File: src/rtl/misr_pkg.sv
// misr_pkg: shared definitions for the misr_32b signature block.
//   - misr_state_e : FSM state encoding (IDLE, CAPTURE, DONE)
//   - MISR_POLY_DEFAULT / MISR_SEED_DEFAULT : default feedback polynomial and seed
package misr_pkg;

  typedef enum logic [1:0] {
    IDLE    = 2'd0,
    CAPTURE = 2'd1,
    DONE    = 2'd2
  } misr_state_e;

  // CRC-32 polynomial; the x^32 term is implicit.
  localparam logic [31:0] MISR_POLY_DEFAULT = 32'h04C11DB7;
  localparam logic [31:0] MISR_SEED_DEFAULT = 32'h00000000;

endpackage

File: src/rtl/misr_step.sv
// misr_step: combinational next-signature function of the MISR.
//   next = {sig[W-2:0],1'b0} ^ (sig[W-1] ? POLY : 0) ^ data
// Ports:
//   sig_i  [WIDTH-1:0] : current signature
//   data_i [WIDTH-1:0] : word being absorbed
//   next_o [WIDTH-1:0] : signature after absorbing data_i
module misr_step #(
  parameter int               WIDTH = 32,
  parameter logic [WIDTH-1:0] POLY  = misr_pkg::MISR_POLY_DEFAULT
) (
  input  logic [WIDTH-1:0] sig_i,
  input  logic [WIDTH-1:0] data_i,
  output logic [WIDTH-1:0] next_o
);

  logic [WIDTH-1:0] fb;

  // Feedback is applied when the bit shifted out (the implicit x^WIDTH term) is set.
  assign fb     = sig_i[WIDTH-1] ? POLY : '0;
  assign next_o = {sig_i[WIDTH-2:0], 1'b0} ^ fb ^ data_i;

endmodule

File: src/rtl/misr_32b.sv
// misr_32b: multiple-input signature register. Compacts a stream of result
// words into one signature and compares it against an expected value.
//
// Optional feature macro: MISR_ABORT_EN adds an 'abort' input that cancels a
// run in CAPTURE (back to IDLE, signature kept, done stays low).
//
// Handshake: a word is accepted on a rising edge where in_valid && in_ready;
// in_ready is high exactly while the FSM is in CAPTURE, and does not depend
// on in_valid. in_valid outside CAPTURE is ignored.
//
// Ports:
//   clk, rst_n        : clock, synchronous active-low reset
//   start, num_vec    : arm a run absorbing num_vec words (num_vec sampled with start)
//   exp_sig           : expected signature, held stable from start until done
//   in_valid, in_data : result word input; in_ready = word accepted this cycle
//   busy, done, pass  : run in progress / run complete / done and sig == exp_sig
//   sig               : current signature
//   state_o           : FSM state, for observation
`ifdef MISR_ABORT_EN
//   abort             : cancel the current run (CAPTURE only)
`endif
module misr_32b
  import misr_pkg::*;
#(
  parameter int               WIDTH = 32,
  parameter logic [WIDTH-1:0] POLY  = MISR_POLY_DEFAULT,
  parameter logic [WIDTH-1:0] SEED  = MISR_SEED_DEFAULT,
  parameter int               CNT_W = 16
) (
  input  logic             clk,
  input  logic             rst_n,
  input  logic             start,
  input  logic [CNT_W-1:0] num_vec,
  input  logic [WIDTH-1:0] exp_sig,
  input  logic             in_valid,
  input  logic [WIDTH-1:0] in_data,
`ifdef MISR_ABORT_EN
  input  logic             abort,
`endif
  output logic             in_ready,
  output logic             busy,
  output logic             done,
  output logic             pass,
  output logic [WIDTH-1:0] sig,
  output logic [1:0]       state_o
);

  misr_state_e      state_q, state_d;
  logic [WIDTH-1:0] sig_q, sig_d;
  logic [CNT_W-1:0] cnt_q, cnt_d;
  logic [WIDTH-1:0] sig_next;
  logic             accept;

  misr_step #(
    .WIDTH (WIDTH),
    .POLY  (POLY)
  ) u_step (
    .sig_i  (sig_q),
    .data_i (in_data),
    .next_o (sig_next)
  );

  assign accept = in_valid && (state_q == CAPTURE);

  always_comb begin
    state_d = state_q;
    sig_d   = sig_q;
    cnt_d   = cnt_q;
    case (state_q)
      IDLE, DONE: begin
        if (start) begin
          sig_d = SEED;
          if (num_vec != '0) begin
            cnt_d   = num_vec;
            state_d = CAPTURE;
          end else begin
            state_d = DONE;
          end
        end
      end
      CAPTURE: begin
`ifdef MISR_ABORT_EN
        // Abort wins over a simultaneous accept: that word is dropped.
        if (abort) begin
          state_d = IDLE;
        end else
`endif
        if (accept) begin
          sig_d = sig_next;
          cnt_d = cnt_q - CNT_W'(1);
          if (cnt_q == CNT_W'(1)) begin
            state_d = DONE;
          end
        end
      end
      default: state_d = IDLE;
    endcase
  end

  always_ff @(posedge clk) begin
    if (!rst_n) begin
      state_q <= IDLE;
      sig_q   <= '0;
      cnt_q   <= '0;
    end else begin
      state_q <= state_d;
      sig_q   <= sig_d;
      cnt_q   <= cnt_d;
    end
  end

  assign in_ready = (state_q == CAPTURE);
  assign busy     = (state_q == CAPTURE);
  assign done     = (state_q == DONE);
  assign pass     = done && (sig_q == exp_sig);
  assign sig      = sig_q;
  assign state_o  = state_q;

endmodule

File: config.mk
export PLATFORM = sky130hd
export DESIGN_NAME = misr_32b
export DESIGN_NICKNAME = d
export VERILOG_FILES = /design/src/rtl/misr_pkg.sv /design/src/rtl/misr_step.sv /design/src/rtl/misr_32b.sv
export SDC_FILE = /design/constraint.sdc
export NUM_CORES = 1
export LEC_CHECK = 0
export ABC_AREA = 1
export CAP_MARGIN = 15
export CORE_ASPECT_RATIO = 0.5
export CORE_MARGIN = 2
export CORE_UTILIZATION = 58
export CTS_BUF_LIST = sky130_fd_sc_hd__clkbuf_16
export DETAILED_ROUTE_END_ITERATION = 16
export DONT_BUFFER_PORTS = 1
export PLACE_DENSITY = 0.75
export SYNTH_ARGS = -nofsm -noshare
export SYNTH_HDL_FRONTEND = slang
export SYNTH_SLANG_ARGS = --single-unit
export TNS_END_PERCENT = 30
File: constraint.sdc
create_clock -name clk -period 1.4 [get_ports clk]
set_input_delay 0.28 -clock clk [delete_from_list [all_inputs] [get_ports clk]]
set_output_delay 0.28 -clock clk [all_outputs]
set_load 0.05 [all_outputs]
==> out/metrics.yaml, run 1 <==
run_status:
  outcome: "complete, but fails checks"
  violations: "design-rule violations, negative setup slack"
timing:
  worst_pin_slew_ns: 0.293
  setup_viol: 27
  fin_tns_setup_ns: -2.58
  finalCriticalPeriod_ns: 1.84
  hold_viol: 0
  rsz0062_at_grt: "true"
  max_freq_ghz: 0.544
  period_share_pct: 131
  setup_slack_ns: -0.438
  holdWs_ns: 0.106
  finClkSkew_ns: 0.00519
  max-slew-margin-rel_pct: 80.4
  slew_viol_final: 0
worst_hold_path:
  holdPathStages: 2
  min_to: "sig[17]$_SDFFE_PN0P_"
  holdCritPathClass: "in -> reg"
  holdCritStartpoint: "rst_n"
critical_path:
  start_kind: "flip-flop"
  worst-setup-path-type: "reg -> out"
  reg2regPathDepth: 8
  end_kind: "output pin"
  worst_ep_arrival_time_ns: 1.56
  rrSetupSlack_ns: -0.14
  crit_path_max_fanout: 3
  rr_startpoint: "state_o[0]$_SDFFE_PN0P_"
  required_ns: 1.12
  r2r-end: "sig[25]$_SDFFE_PN0P_"
yosys:
  synthCells: 553
  synth_area_um2: 3450
  ys_seq_elements: 50
  avgSynthCellArea_um2: 6.24
  synthDistinctLibCells: 32
  synth-edff-count: 0
  seq_area_frac_synth_pct: 29.0
  synth_common_cells: "144 x nand2_1, 104 x nor2_1, 50 x dfxtp_1"
  async_reset_ff_share_pct: 0
  synth.most_common_cell: "nand2_1"
  syn-num-nets: 639
  synth_warnings: 0
  yosys-top-cells-area: "dfxtp_1 29%, nand2_1 16%, nor2_1 11%, a21oi_1 6.5%, xnor2_1 6.1%"
  yosys.area.top_type: "dfxtp_1"
  synth_top_area_share_pct: 29.0
  synth_ff_type: "dfxtp_1"
floorplanning:
  rows: 19
  chipWidth_um: 113
  core_um2: 5610
  io_pins: 122
  die_h_um: 58.5
  start_util_pct: 61.5
  die_area_um2: 6620
cells_and_area:
  fin_area_um2: 4600
  antenna_cells: 0
  drive_above_1_share_pct: 26.9
  synthToLayoutAreaGrowth_pct: 33.4
  final_nets: 702
  final_core_util_pct: 82.0
clocking:
  holdBufCountCts: 0
  cts_made_buffers: 5
  cts_tree: "built"
  cts.sinks: 50
  insertion_delay_ns: 0.30
  ctsRootBufferMaster: "clkbuf_16"
  htreeDepth: 2
  clk_path_buf_depth: 2
  path_clk_slew_ns: 0.07
pwr:
  pwr-share-clk_pct: 25.1
  p_comb_share_pct: 41.1
  seqPwrFrac_pct: 33.8
  power_density_nw_per_um2: 1070
  p_leak_nw: 2.05
  netSwitchingPower_mw: 1.89
  peakVddDrop_mv: 0.612
  p_int_mw: 3.02
  p_sw_share_pct: 38.5
grt:
  antenna_found_initial: 0
  overflow: 0
  grt_max_degree: 34
  grt_pass1_vias: 3638
  grt_pass1_wl_um: 17400
  track_usage_pct: 33.7
detailed_routing:
  detail_route.iter0.violations: 330
  wl_per_cell_um: 16.8
  ant_nets: 0
  drc: 10
  dr.pass1.iters: 12
  drt-total-wl_um: 11600
  vias: 3897
  viasPerCell: 5.65
placed_design:
  place.gp.congestion: 0.866
  placed_cell_area_um2: 4070
  dp_slack_ns: -0.182
  dp_hpwl_um: 7590
  port_buffers: 0
job:
  maxCapViolCount: 0
==> power by group through the flow <==
| stage | combinational (mW) | clock [mW] | sequential [mW] |
|---|---|---|---|
| global placement | 1.66 | 0 | 1.67 |
| CTS | 1.82 | 1.22 | 1.64 |
| global route | 2.17 | 1.29 | 1.67 |
| detailed placement | 1.68 | 0 | 1.67 |
| floorplan | 0.991 | 0 | 1.90 |
| finish | 2.02 | 1.23 | 1.66 |
==> through the flow <==
stage | total power, mW | instances
floorplan | 2.89 | 553
global placement | 3.33 | 671
detailed placement | 3.36 | 671
CTS | 4.69 | 686
global route | 5.14 | 690
finish | 4.91 | 690
==> flip-flops by register name, indices dropped and copies added (netlist names) <==
| name | count |
|---|---|
| cnt_q | 16 |
| state_o | 2 |
| sig | 32 |
==> critical path: stages (launching register included) <==
cell	delay, ns
dfxtp_2	0.33
nand2_1	0.06
o21ai_0	0.07
nor2_1	0.19
nand3_1	0.14
nor2_2	0.12
nand3_2	0.09
nor2_4	0.11
buf_12	0.14
==> placed cells by master (no fill, tap or decap), types with 6 or more instances in the layout <==
master / Yosys / routed
nand2_1: 144 / 139
nor2_1: 104 / 90
buf_4: 11 / 61
inv_1: 40 / 37
a21oi_1: 45 / 33
nand3_1: 32 / 30
dfxtp_1: 50 / 27
xnor2_1: 24 / 23
xor2_1: 22 / 22
o21ai_0: 26 / 20
dfxtp_2: 0 / 20
a21oi_2: 1 / 13
nor2_2: 0 / 11
buf_12: 0 / 9
nor3_1: 13 / 8
clkbuf_16: 0 / 7
o21ai_1: 1 / 6
o22ai_1: 6 / 6
==> what timing repair did <==
action	4_1_cts	5_1_grt
pin swaps	13	14
setup endpoints to repair	18	42
endpoints found under the hold margin	0	0
setup buffers	4	2
cloned	3	2
gates resized for setup	15	54
==> logic make-up (layout without fill, tap and decap cells) <==
kind of cell | count (synthesis) | in the layout | share of synthesized area [%]
xor+xnor | 46 | 46 | 11.7
buf+inv | 66 | 130 | 8.89
simple gates | 305 | 305 | 36.4
fa+ha+maj | 2 | 2 | 0.725
flops | 50 | 50 | 29.0
compound gates | 84 | 84 | 13.3
==> per-layer routing <==
| layer | up-vias | GRT usage, % | routed length (um) |
|---|---|---|---|
| met1 | 1771 | 41.1 | 4550 |
| met3 | 26 | 8.14 | 1290 |
| li1 | 1887 | - | - |
| met4 | 0 | 10.3 | 185 |
| met2 | 213 | 60.2 | 5560 |
| met5 | - | 0 | 0 |
==> worst max-delay path by stage <==
stage | startpoint | to | slack, ns | depth (start not counted)
after floorplan | state_o[1]$_SDFFE_PN0P_ | pass | -0.33 | 6
after global placement | sig[0]$_SDFFE_PN0P_ | pass | -0.16 | 6
after detailed placement | sig[0]$_SDFFE_PN0P_ | pass | -0.18 | 6
after CTS | sig[18]$_SDFFE_PN0P_ | pass | -0.36 | 7
after global routing | sig[27]$_SDFFE_PN0P_ | pass | -0.49 | 9
final | sig[10]$_SDFFE_PN0P_ | pass | -0.44 | 8
==> cell type report <==
| cell class | instances | area (um^2) |
|---|---|---|
| Fill cell | 364 | 1010 |
| Sequential cell | 50 | 1040 |
| Inverter | 44 | 178 |
| Timing Repair Buffer | 78 | 808 |
| Clock inverter | 3 | 17.5 |
| Tap cell | 73 | 91.3 |
| Multi-Input combinational cell | 437 | 2340 |
| Clock buffer | 5 | 125 |
(Power assumes the default switching activity.)
==> run 2, diff against run 1 <==
--- a/config.mk
+++ b/config.mk
@@ -11,6 +11,7 @@
 export CORE_MARGIN = 2
 export CORE_UTILIZATION = 58
 export CTS_BUF_LIST = sky130_fd_sc_hd__clkbuf_16
+export CTS_CLUSTER_DIAMETER = 40
 export DETAILED_ROUTE_END_ITERATION = 16
 export DONT_BUFFER_PORTS = 1
 export PLACE_DENSITY = 0.75
==> results of run 2 <==
No change in the layout: final DEF, timing and power equal those of run 1.
==> RTL change 1 (flow settings as in run 2) <==
The option `MISR_ABORT_EN` is turned on by a define.
--- a/src/rtl/misr_32b.sv
+++ b/src/rtl/misr_32b.sv
@@ -18,2 +18,4 @@
 //   state_o           : FSM state, for observation
+`define MISR_ABORT_EN
+
 `ifdef MISR_ABORT_EN
Interface: changed (added abort); port bits go from 122 to 123. No check against the original RTL was run, so the function may have changed too.
==> RTL change 1 against run 2 <==
- the flow finishes with violations (setup timing)
- synthesized area fell by 1.9%
- wire length rose by 8.0%
- sequential cell count did not move
- power rose by 0.32%
- core utilization rose by 0.90 points
- first-iteration DRC count rose by 7.9%
- setup slack improved by 0.059 ns
- cell area rose by 0.24%
- count of clock-buffer cells in the layout did not move
==> RTL change 1: results <==
{
  "status": "finished, violations left",
  "violations": "setup timing",
  "hold_end": "sig[14]",
  "first_pass_iters": 5,
  "wl_met2_um": 5930,
  "met1_length_um": 4840,
  "stdcell_count": 689,
  "ys_types": 28,
  "irDropWorstVdd_mv": 0.720,
  "dp_hpwl_um": 7830,
  "grt_pass1_vias": 3477,
  "post_cts_resized": 19,
  "dr_wl_met3_um": 1400,
  "syn-num-nets": 636,
  "skew_ns": 0.0122,
  "grt_util_all_layers_pct": 33.5,
  "vias": 4106,
  "nFillCells": 378,
  "grt_pass1_wl_um": 17100,
  "r2r_end": "sig[29]",
  "layout-drive-gt1-share_pct": 29.9,
  "clockPowerShare_pct": 25.6,
  "holdWs_ns": 0.0768,
  "setup_violations": 31,
  "setup_ws_ns": -0.378,
  "gp_congestion": 0.923,
  "syn-instance-count": 549,
  "slowest_stage": "dfxtp_1",
  "place_inst": 659,
  "synthTopCellsByArea": "dfxtp_1, nand2_1, nor2_1",
  "tns_ns": -2.53,
  "grt_util_met1_pct": 44.5,
  "switching_share_pct": 39.9,
  "drt-initial-drc-count": 356,
  "ys_seq_area_share_pct": 29.6,
  "ys_top_cells_by_count": "nand2_1, nor2_1, a21oi_1, dfxtp_1, o21ai_0",
  "use_met3_pct": 7.53,
  "slew_headroom_pct": 79.2,
  "path_max_fanout": 2,
  "post_cts_buffers": 6,
  "grt_max_degree": 41
}
## RTL change 1: cell count changes in the layout (fill, tap and decap cells not counted), sizes merged, moves of 3 or more
cell / run 2 / this run
inv: 45 / 41
nor2: 105 / 96
nor3: 13 / 2
xnor2: 24 / 5
a211oi: 0 / 8
o21ai: 28 / 50
clkinv: 2 / 5
nand2: 147 / 136
a21oi: 46 / 60
## RTL change 1: layout make-up
class	instances	area [um2]	area share, %
Multi-Input combinational cell	435	2320	50.2
Clock buffer	5	125	2.71
Inverter	42	178	3.85
Tap cell	73	91.3	1.98
Timing Repair inverter	1	16.3	0.353
Sequential cell	50	1040	22.6
Clock inverter	3	21.3	0.461
Timing Repair Buffer	80	821	17.8
## RTL change 1: cells by family after synthesis
logic type	Yosys count	share of synthesized area, %
simple gates	277	33.2
compound gates	128	20.9
buf+inv	64	8.32
flops	50	29.6
xor+xnor	28	7.25
fa+ha+maj	2	0.739
==> RTL change 2 (config.mk and constraints of run 2) <==
Made on the original files. Reset style: asynchronous (`rst_n`), changed in one clocked block. Comments in the files are not updated.
--- a/src/rtl/misr_32b.sv
+++ b/src/rtl/misr_32b.sv
@@ -99,3 +99,3 @@
 
-  always_ff @(posedge clk) begin
+  always_ff @(posedge clk or negedge rst_n) begin
     if (!rst_n) begin
Formal check against the unedited RTL: differs if rst_n is asserted again (counterexample within 4 cycles, from zero or initial values and one cycle with rst_n low); with rst_n held inactive, the same outputs for 10 cycles.
==> RTL change 2 against run 2 <==
- the flow finishes with violations (hold timing, setup timing)
- sequential share of layout area rose by 2.9 points
- synthesized area is 6.3% higher
- sequential cell count unchanged
- cell area increased by 8.2%
- wire length grew 4.9%
- cell count fell by 0.29%
- setup slack worse by 0.38 ns
- critical path depth down 1
- largest cell class unchanged
- highest routed layer unchanged
Power is not compared: it rests on default switching activity, and its combinational part moved more than twofold at a synthesized area within 25%.
==> RTL change 2: results <==
{
  "regArea_um2": 1270,
  "place_area_um2": 4330,
  "ys_types": 31,
  "inverters": 57,
  "clock_cell_area_share_pct": 2.79,
  "vias": 3836,
  "setup_violations": 49,
  "grt_pass1_wl_um": 17000,
  "nFillCells": 376,
  "r2r_end": "cnt_q[11]",
  "layout-drive-gt1-share_pct": 34.3,
  "hp-class": "input port to async pin",
  "path_max_fanout": 2,
  "post_cts_buffers": 8,
  "grt_max_degree": 51,
  "multi_input_comb_cells": 392,
  "r2r-start": "state_o[1]",
  "grt_pass1_vias": 3636,
  "max_stage_delay_ns": 0.41,
  "ys_seq_area_share_pct": 34.1,
  "dp_hpwl_um": 7580,
  "critPathLaunch": "sig[30]",
  "fin_nets": 685,
  "post_cts_resized": 49,
  "first_pass_iters": 5,
  "rows": 20,
  "cp.arrival_ns": 1.93,
  "violations": "hold timing, setup timing",
  "routed_wirelength_um": 12200,
  "synthTopCellsByArea": "dfrtp_1, nand2_1, xnor2_1",
  "ys_top_cells_by_count": "nand2_1, nor2_1, inv_1, dfrtp_1, o21ai_0",
  "place_inst": 666,
  "wl_per_cell_um": 17.7,
  "worstMarginPinSlew_ns": 0.394,
  "grt_util_all_layers_pct": 32.3,
  "drt-initial-drc-count": 311,
  "synth_ff_type": "dfrtp_1",
  "layout.nonclk_buf_share_pct": 17.4,
  "finalHoldViolCount": 50,
  "ys_async_sr_fraction_pct": 100,
  "multi_input_area_um2": 2360,
  "tns_ns": -3.71,
  "syn-num-nets": 603,
  "slowest_stage": "dfrtp_1",
  "gp_congestion": 0.895,
  "pre_cts_slack_ns": -0.193,
  "n_all_buffers": 93,
  "setup_ws_ns": -0.813,
  "reg2reg_depth": 11,
  "ff2ff_setup_slack_ns": -0.16,
  "status": "finished, violations left",
  "seq_cell_count": 50,
  "utilization_pct": 81.8,
  "holdWs_ns": -0.323
}
RTL change 2: changes by cell type after synthesis, moves of 7 or more:
| cell | change |
|---|---|
| inv_1 | +14 |
| nand2_1 | +13 |
| nor2_1 | -39 |
| nor3_1 | -10 |
| a21oi_1 | -35 |
| dfrtp_1 | +50 |
| xor2_1 | -9 |
| dfxtp_1 | -50 |
| nand3_1 | -10 |
| o21ai_0 | +7 |
| o31ai_2 | +19 |
RTL change 2: cells by family (layout without fill, tap and decap cells):
group                      Yosys count  after routing  synth area share [%]
and+or+nand+nor                    267            267                  30.1
AOI/OAI and AO/OA                   80             80                  15.7
buffers and inverters               75            158                  9.14
DFF                                 50             50                  34.1
xor gates and xnor gates            43             43                  10.3
adders and majority gates            2              2                 0.682
RTL change 2: per-layer routing:
layer | share of wire [%] | track usage (%) | routed length [um]
met5 | 0 | 0 | 0
met4 | 4.4 | 11.4 | 535
met3 | 10 | 8.62 | 1220
met2 | 48 | 57.5 | 5830
met1 | 38 | 38.5 | 4570
